## src/rtl/clock_divider_multi.sv

```systemverilog
// Multi-channel programmable clock divider: each channel emits a registered
// divided waveform and a period-start tick, with divisor changes taken at period boundaries.
module clock_divider_multi #(
    parameter int NUM_CH      = 2,
    parameter int DIV_W       = 8,
    parameter int DEFAULT_DIV = 8
) (
    input  logic              clk_in,
    input  logic              reset,
    input  logic [NUM_CH-1:0] en,
    input  logic [DIV_W-1:0]  div_in,
    input  logic [NUM_CH-1:0] div_load,
    input  logic              sync,
    output logic [NUM_CH-1:0] clk_out,
    output logic [NUM_CH-1:0] tick
);

    localparam logic [DIV_W-1:0] DIV_RST = DIV_W'(DEFAULT_DIV);
    localparam logic [DIV_W-1:0] ONE     = DIV_W'(1);
    localparam logic [DIV_W-1:0] TWO     = DIV_W'(2);

    // ceil(d/2) in one extra bit so the largest divisor cannot wrap
    function automatic logic [DIV_W:0] half_up(input logic [DIV_W-1:0] d);
        return ({1'b0, d} + (DIV_W+1)'(1)) >> 1;
    endfunction

    logic [DIV_W-1:0]  cnt        [NUM_CH];
    logic [DIV_W-1:0]  active_div [NUM_CH];
    logic [DIV_W-1:0]  shadow     [NUM_CH];
    logic [NUM_CH-1:0] pending;
    logic [NUM_CH-1:0] live;

    logic [DIV_W-1:0]  cnt_nx     [NUM_CH];
    logic [DIV_W-1:0]  act_nx     [NUM_CH];
    logic [DIV_W-1:0]  shadow_nx  [NUM_CH];
    logic [DIV_W-1:0]  next_div   [NUM_CH];
    logic [DIV_W-1:0]  div_force  [NUM_CH];
    logic [NUM_CH-1:0] pending_nx;
    logic [NUM_CH-1:0] live_nx;
    logic [NUM_CH-1:0] clk_nx;
    logic [NUM_CH-1:0] tick_nx;

    // live marks a channel already inside a period; a channel that is not live
    // treats its first enabled edge as a boundary so it starts at cnt=0 with a tick.
    always_comb begin
        pending_nx = pending | div_load;
        live_nx    = live;
        clk_nx     = '0;
        tick_nx    = '0;
        for (int i = 0; i < NUM_CH; i++) begin
            next_div[i]  = div_load[i] ? div_in : (pending[i] ? shadow[i] : active_div[i]);
            shadow_nx[i] = div_load[i] ? div_in : shadow[i];
            cnt_nx[i]    = cnt[i];
            act_nx[i]    = active_div[i];
            div_force[i] = active_div[i];
            if (!en[i] || active_div[i] < TWO) begin
                cnt_nx[i]     = '0;
                act_nx[i]     = next_div[i];
                pending_nx[i] = 1'b0;
                live_nx[i]    = 1'b0;
                clk_nx[i]     = en[i] && (active_div[i] == ONE);
                tick_nx[i]    = en[i] && (active_div[i] == ONE);
            end else begin
                live_nx[i] = 1'b1;
                if (!live[i] || sync || cnt[i] == active_div[i] - ONE) begin
                    cnt_nx[i]     = '0;
                    act_nx[i]     = next_div[i];
                    pending_nx[i] = 1'b0;
                    div_force[i]  = next_div[i];
                end else begin
                    cnt_nx[i] = cnt[i] + ONE;
                end
                clk_nx[i]  = {1'b0, cnt_nx[i]} < half_up(div_force[i]);
                tick_nx[i] = (cnt_nx[i] == '0) && (div_force[i] != '0);
            end
        end
    end

    always_ff @(posedge clk_in or negedge reset) begin
        if (!reset) begin
            pending <= '0;
            live    <= '0;
            clk_out <= '0;
            tick    <= '0;
            for (int i = 0; i < NUM_CH; i++) begin
                cnt[i]        <= '0;
                active_div[i] <= DIV_RST;
                shadow[i]     <= DIV_RST;
            end
        end else begin
            pending <= pending_nx;
            live    <= live_nx;
            clk_out <= clk_nx;
            tick    <= tick_nx;
            for (int i = 0; i < NUM_CH; i++) begin
                cnt[i]        <= cnt_nx[i];
                active_div[i] <= act_nx[i];
                shadow[i]     <= shadow_nx[i];
            end
        end
    end

endmodule
```

## config.mk

```make
export PLATFORM = sky130hd
export DESIGN_NAME = clock_divider_multi
export DESIGN_NICKNAME = d
export VERILOG_FILES = /design/src/rtl/clock_divider_multi.sv
export SDC_FILE = /design/constraint.sdc
export NUM_CORES = 1
export LEC_CHECK = 0
export ABC_AREA = 1
export CELL_PAD_IN_SITES_DETAIL_PLACEMENT = 1
export CELL_PAD_IN_SITES_GLOBAL_PLACEMENT = 1
export CORE_MARGIN = 5
export CORE_UTILIZATION = 40
export CTS_CLUSTER_SIZE = 16
export DETAILED_ROUTE_END_ITERATION = 7
export MAX_ROUTING_LAYER = met4
export PLACE_DENSITY = 0.78
export SLEW_MARGIN = 25
export SYNTH_ARGS = -nofsm -noshare
export SYNTH_HDL_FRONTEND = slang
export SYNTH_SLANG_ARGS = --single-unit
```

## constraint.sdc

```tcl
create_clock -name clk_in -period 3.33 [get_ports clk_in]
set_input_delay 0.8325 -clock clk_in [delete_from_list [all_inputs] [get_ports clk_in]]
set_output_delay 0.8325 -clock clk_in [all_outputs]
set_load 0.02 [all_outputs]
```

==> results of run 1 <==
-- synthesized netlist by cell type (6+ instances only) --
master	instances
nand3_1	26
nand4_1	10
xnor2_1	7
xor2_1	17
dfrtp_1	52
ha_1	24
nand3b_1	6
nor2_1	66
o21ai_2	8
inv_1	74
o21ai_0	55
nand2_2	11
a21oi_1	6
nand2_1	209
clkbuf_1	8
o21ai_1	9
nor2_2	7
-- state kept, by name, summed over array words and instances, names as in the netlist --
signal      flops
active_div     16
cnt            16
clk_out         2
live            2
tick            2
shadow         16
pending         2
-- layout make-up --
class	count	area, um^2
fill	1375	4801
multi-input combinational	480	2736
sequential	56	1409
timing repair buffer	106	868.3
inverter	79	296.5
tap	136	170.2
clock buffer	6	72.57
clock inverter	2	16.27
-- worst max-delay path by stage --
| stage | start | end | slack [ns] | cells past startpoint |
|---|---|---|---|---|
| after floorplan | active_div[0] | clk_out[1] | 0.15 | 26 |
| after global placement | div_load[1] | clk_out[1] | -0.23 | 18 |
| after detailed placement | div_load[1] | clk_out[1] | -0.42 | 18 |
| after CTS | active_div[1] | clk_out[1] | -0.0006 | 24 |
| after global routing | active_div[1] | clk_out[1] | -0.13 | 25 |
| final | active_div[4] | clk_out[1] | 0.05 | 24 |
-- metrics by stage --
step / setup WS, ns / hold WS (ns)
2_1_floorplan: 0.1523 / 0.4315
3_3_place_gp: -0.2257 / 0.4480
3_5_place_dp: -0.4157 / 0.4614
4_1_cts: -0.0006271 / 0.3613
5_1_grt: -0.1280 / 0.3691
6_report: 0.05360 / 0.3486
-- repair_timing --
item	4_1_cts	5_1_grt
cloned	0	1
setup endpoints to repair	2	2
pin swaps	4	35
buffers inserted	3	11
gates resized for setup	13	65
-- cells by family after synthesis --
| kind of cell | Yosys count | synth area share |
|---|---|---|
| fa+ha+maj | 24 | 0.07003 |
| flops | 56 | 0.3280 |
| xor+xnor | 24 | 0.04902 |
| simple gates | 347 | 0.3464 |
| compound gates | 84 | 0.1112 |
| buf+inv | 95 | 0.09542 |
-- critical path, delay by kind of cell, from the launching register on --
family          cells  cell delay [ns]
simple gates       17             1.53
compound gates      3             0.49
flops               1             0.49
buf+inv             2             0.25
fa+ha+maj           2             0.44
-- report_power, final --
| part | internal, mW | switching, mW | total (mW) |
|---|---|---|---|
| Clock | 0.151 | 0.259 | 0.410 |
| Sequential | 0.743 | 0.0816 | 0.825 |
| Combinational | 0.402 | 0.537 | 0.939 |
-- per-layer routing --
| layer | share of wire | vias up | GRT usage |
|---|---|---|---|
| met1 | 0.40 | 2206 | 0.2426 |
| met4 | 0.039 | 0 | 0.1050 |
| li1 | - | 2174 | - |
| met5 | 0 | - | - |
| met3 | 0.021 | 44 | 0.02812 |
| met2 | 0.54 | 68 | 0.4217 |
==> impl_metrics.json, run 1 <==
{
  "place_inst": 842,
  "final_common_cell": "nand2_1",
  "io-pin-count": 19,
  "rsz0062_at_grt": "yes",
  "synth_top_area_share": 0.3035,
  "slew_headroom": 0.6543,
  "synth_seq_cells": 56,
  "routabilityCongestion": 0.9640,
  "tightest_slew_ns": 0.5173,
  "postCtsHoldBufs": 0,
  "nets": 767,
  "syn_area_mm2": 0.004288,
  "hold_viol": 0,
  "area_delta_synth_final_pct": 29.88,
  "antenna_found_initial": 0,
  "final_cells": 865,
  "vias_per_cell": 5.193,
  "die_area_mm2": 0.01289,
  "ir_drop_uv": 192.9,
  "routed_wl_um": 14750,
  "grt_pass1_wl_um": 22850,
  "reg2reg_to": "clk_out[1]",
  "final_cell_mix": "nand2_1 (202), buf_4 (80), inv_1 (69), nor2_1 (55), dfrtp_1 (50)",
  "max_cap_violations": 0,
  "synth_async_sr_flop_share": 1.000,
  "finalMaxSlewViolations": 0,
  "layout-drive-gt1-share": 0.2455,
  "synth_area_leaders": "dfrtp_1 (30%), nand2_1 (18%), ha_1 (7.0%)",
  "power_leakage_nw": 2.898,
  "synthDistinctLibCells": 34,
  "cts_tree": "done",
  "p_total_mw": 2.174,
  "start_util": 0.4135,
  "fin_crit_sh": 0.9839,
  "grt-ovfl-total": 0,
  "drtIter0Drc": 188,
  "clk_latency_ns": 0.34,
  "first_pass_iters": 4,
  "postSynthCellCount": 630,
  "synth-edff-count": 0,
  "slowest_stage": "dfrtp_2",
  "cts.path.max_buffers": 2,
  "critPathMaxStageDelay_ns": 0.49,
  "synth_ff_type": "dfrtp_1",
  "crit_arrival_ns": 3.55,
  "wire_per_inst_um": 17.06,
  "fp-row-count": 37,
  "worstReg2RegStart": "active_div[4]",
  "ant_nets": 0,
  "tns_ns": 0,
  "worst_setup_path_end_kind": "flop",
  "rrSetupSlack_ns": 0.05,
  "status": "finished clean",
  "cts_root_buf": "clkbuf_8",
  "die_y_um": 113.5,
  "ys_seq_area_frac": 0.3280,
  "required_ns": 3.61,
  "grt_pass1_vias": 4795,
  "track_usage": 0.2288,
  "grt_start_max_net_pins": 28,
  "postPlaceCellArea_mm2": 0.005076,
  "core-area_mm2": 0.01037,
  "critPathLaunchType": "flop",
  "power_density_mw_per_mm2": 390.3,
  "cts_buffers": 5,
  "ys_warn_count": 0,
  "drc": 0,
  "diodes": 0,
  "htree_num_levels": 2,
  "dp_hpwl_um": 10990,
  "hold_path.class": "in -> async",
  "syn_avg_cell_area_um2": 6.806,
  "crit_fanout": 5,
  "die_w_um": 113.5,
  "period_needed_ns": 3.276,
  "synthesis.nets": 669,
  "io_buffers": 18,
  "setup_viol": 0,
  "reg2regPathDepth": 24,
  "yosys.area.top_type": "dfrtp_1",
  "post-route-util": 0.5370,
  "path_cells": "inv_2, nand2_1, nor2_4, nand2_2, nand2_1, nand2_1, nor2_2, nand2_2, nand2_4, buf_6, nand2_4, o21ai_4, ha_2, nand2_2, nor2_4, nand3_1, nand2_1, nand2_2, ha_4, a21oi_4, nor2_4, a2111oi_4, nand2_1, nand2_1",
  "critPathKind": "reg -> reg",
  "clock_skew_ns": 0.01634,
  "max_freq_mhz": 305.2,
  "design_area_mm2": 0.005569,
  "vias": 4492,
  "path_clk_slew_ns": 0.12,
  "cpMostUsedCell": "nand2_1",
  "clock-sinks": 56
}
Power figures use the tool's default switching activity.
==> run 2: changes to the inputs <==
Settings changed: GPL_ROUTABILITY_DRIVEN set to 0.
==> impl_metrics.json, run 2 (same netlist as run 1, synthesis figures left out) <==
{
  "seq_area_mm2": 0.001413,
  "hold_path.class": "reg -> reg",
  "violations": "negative setup slack",
  "wire_per_inst_um": 16.78,
  "p_total_mw": 2.148,
  "first_pass_iters": 4,
  "cts_buffers": 5,
  "path_clk_slew_ns": 0.11,
  "nets": 773,
  "start_util": 0.4135,
  "clock_skew_ns": 0.008913,
  "power_leakage_nw": 2.875,
  "critPathKind": "in -> reg",
  "max_freq_mhz": 296.5,
  "grt_pass1_wl_um": 22980,
  "die_area_mm2": 0.01289,
  "antenna_found_initial": 0,
  "timing.final.ws_setup_ns": -0.04243,
  "routed_wl_um": 14620,
  "status": "finished with violations",
  "critPathLaunchType": "input pin",
  "finalMaxSlewViolations": 0,
  "hold_viol": 0,
  "clock-sinks": 56,
  "core-area_mm2": 0.01037,
  "multi_input_area_mm2": 0.002614,
  "max_cap_violations": 0,
  "period_needed_ns": 3.372,
  "area_delta_synth_final_pct": 27.93,
  "fin_crit_sh": 1.013,
  "vias_per_cell": 5.161,
  "clk_latency_ns": 0.33,
  "post-route-util": 0.5290,
  "dp_hpwl_um": 10900,
  "rsz0062_at_grt": "yes",
  "power_density_mw_per_mm2": 391.6,
  "drc": 0,
  "final_common_cell": "nand2_1",
  "htree_num_levels": 2,
  "track_usage": 0.2288,
  "io_buffers": 18,
  "io-pin-count": 19,
  "place_inst": 843,
  "vias": 4495,
  "drtIter0Drc": 135,
  "cts.path.max_buffers": 2,
  "crit_fanout": 6,
  "grt-ovfl-total": 0,
  "layout-drive-gt1-share": 0.2354,
  "ir_drop_uv": 197.8,
  "required_ns": 3.59,
  "die_w_um": 113.5,
  "final_cell_mix": "nand2_1 (205), buf_4 (90), inv_1 (70), nor2_1 (61), o21ai_0 (49)",
  "ant_nets": 0,
  "postCtsHoldBufs": 0,
  "grt_start_max_net_pins": 57,
  "slew_headroom": 0.4919,
  "fillers": 1368,
  "setup_viol": 1,
  "tightest_slew_ns": 0.7621,
  "cts_root_buf": "clkbuf_8",
  "tns_ns": -0.04243,
  "crit_arrival_ns": 3.63,
  "grt_pass1_vias": 4928,
  "die_y_um": 113.5,
  "reg_top3": "active_div (16), cnt (16), shadow (16)",
  "fp-row-count": 37,
  "diodes": 0,
  "final_cells": 871,
  "worst_setup_path_end_kind": "flop",
  "cts_tree": "done"
}
==> run 2: worst paths after layout <==
check	from	endpoint	slack, ns	cells after the start
setup / recovery	sync	clk_out[1]	-0.04	18
hold reg to reg	shadow[15]	shadow[15]	0.49	2
max in group asynchronous	reset	active_div[5]	2.14	2
hold / removal	shadow[15]	shadow[15]	0.49	2
setup reg to reg	active_div[1]	clk_out[1]	0	21
min in group asynchronous	reset	shadow[15]	0.64	2
==> run 2: layer usage <==
metal  track usage  wire (um)
met4       0.09696        652
met2        0.4217       7720
met5             -          0
met3       0.02812        401
met1        0.2457       5843
==> run 2: layout make-up <==
cell class,instances,share of cell area
inverter,79,0.05406
tap,136,0.03102
sequential,56,0.2575
clock buffer,6,0.01323
timing repair buffer,112,0.1647
multi-input combinational,480,0.4765
clock inverter,2,0.002965
==> run 2: what timing repair did <==
item	CTS	global route
pin swaps	7	16
gates cloned	0	1
setup buffers	5	14
resized for setup	20	27
endpoints found under the setup margin	1	2
==> run 2: power breakdown <==
part | total [mW] | switching [mW] | internal [mW]
clock | 0.402 | 0.251 | 0.151
sequential | 0.820 | 0.0762 | 0.744
combinational | 0.926 | 0.525 | 0.401
total | 2.15 | 0.852 | 1.30
==> run 2: metrics by stage <==
stage,hold WS [ns],instance area [um^2],worst slack (ns)
floorplan,0.4315,4288,0.1523
global route,0.5111,5485,-0.1974
CTS,0.4861,5255,0.002123
detailed placement,0.4580,5084,-0.4927
finish,0.4876,5485,-0.04243
global placement,0.4475,5084,-0.2543
==> run 2: critical path: stages <==
cell	delay, ns
clkdlybuf4s50_1	0.48
nor2_1	0.14
buf_4	0.14
nand2_4	0.08
buf_4	0.15
buf_4	0.14
o21ai_4	0.16
nand2_2	0.09
nor2_4	0.17
nand3_1	0.16
nand2_1	0.11
nand2_1	0.08
ha_1	0.22
a21oi_2	0.15
nor2_2	0.06
a2111oi_4	0.28
nand2_1	0.10
nand2_1	0.07
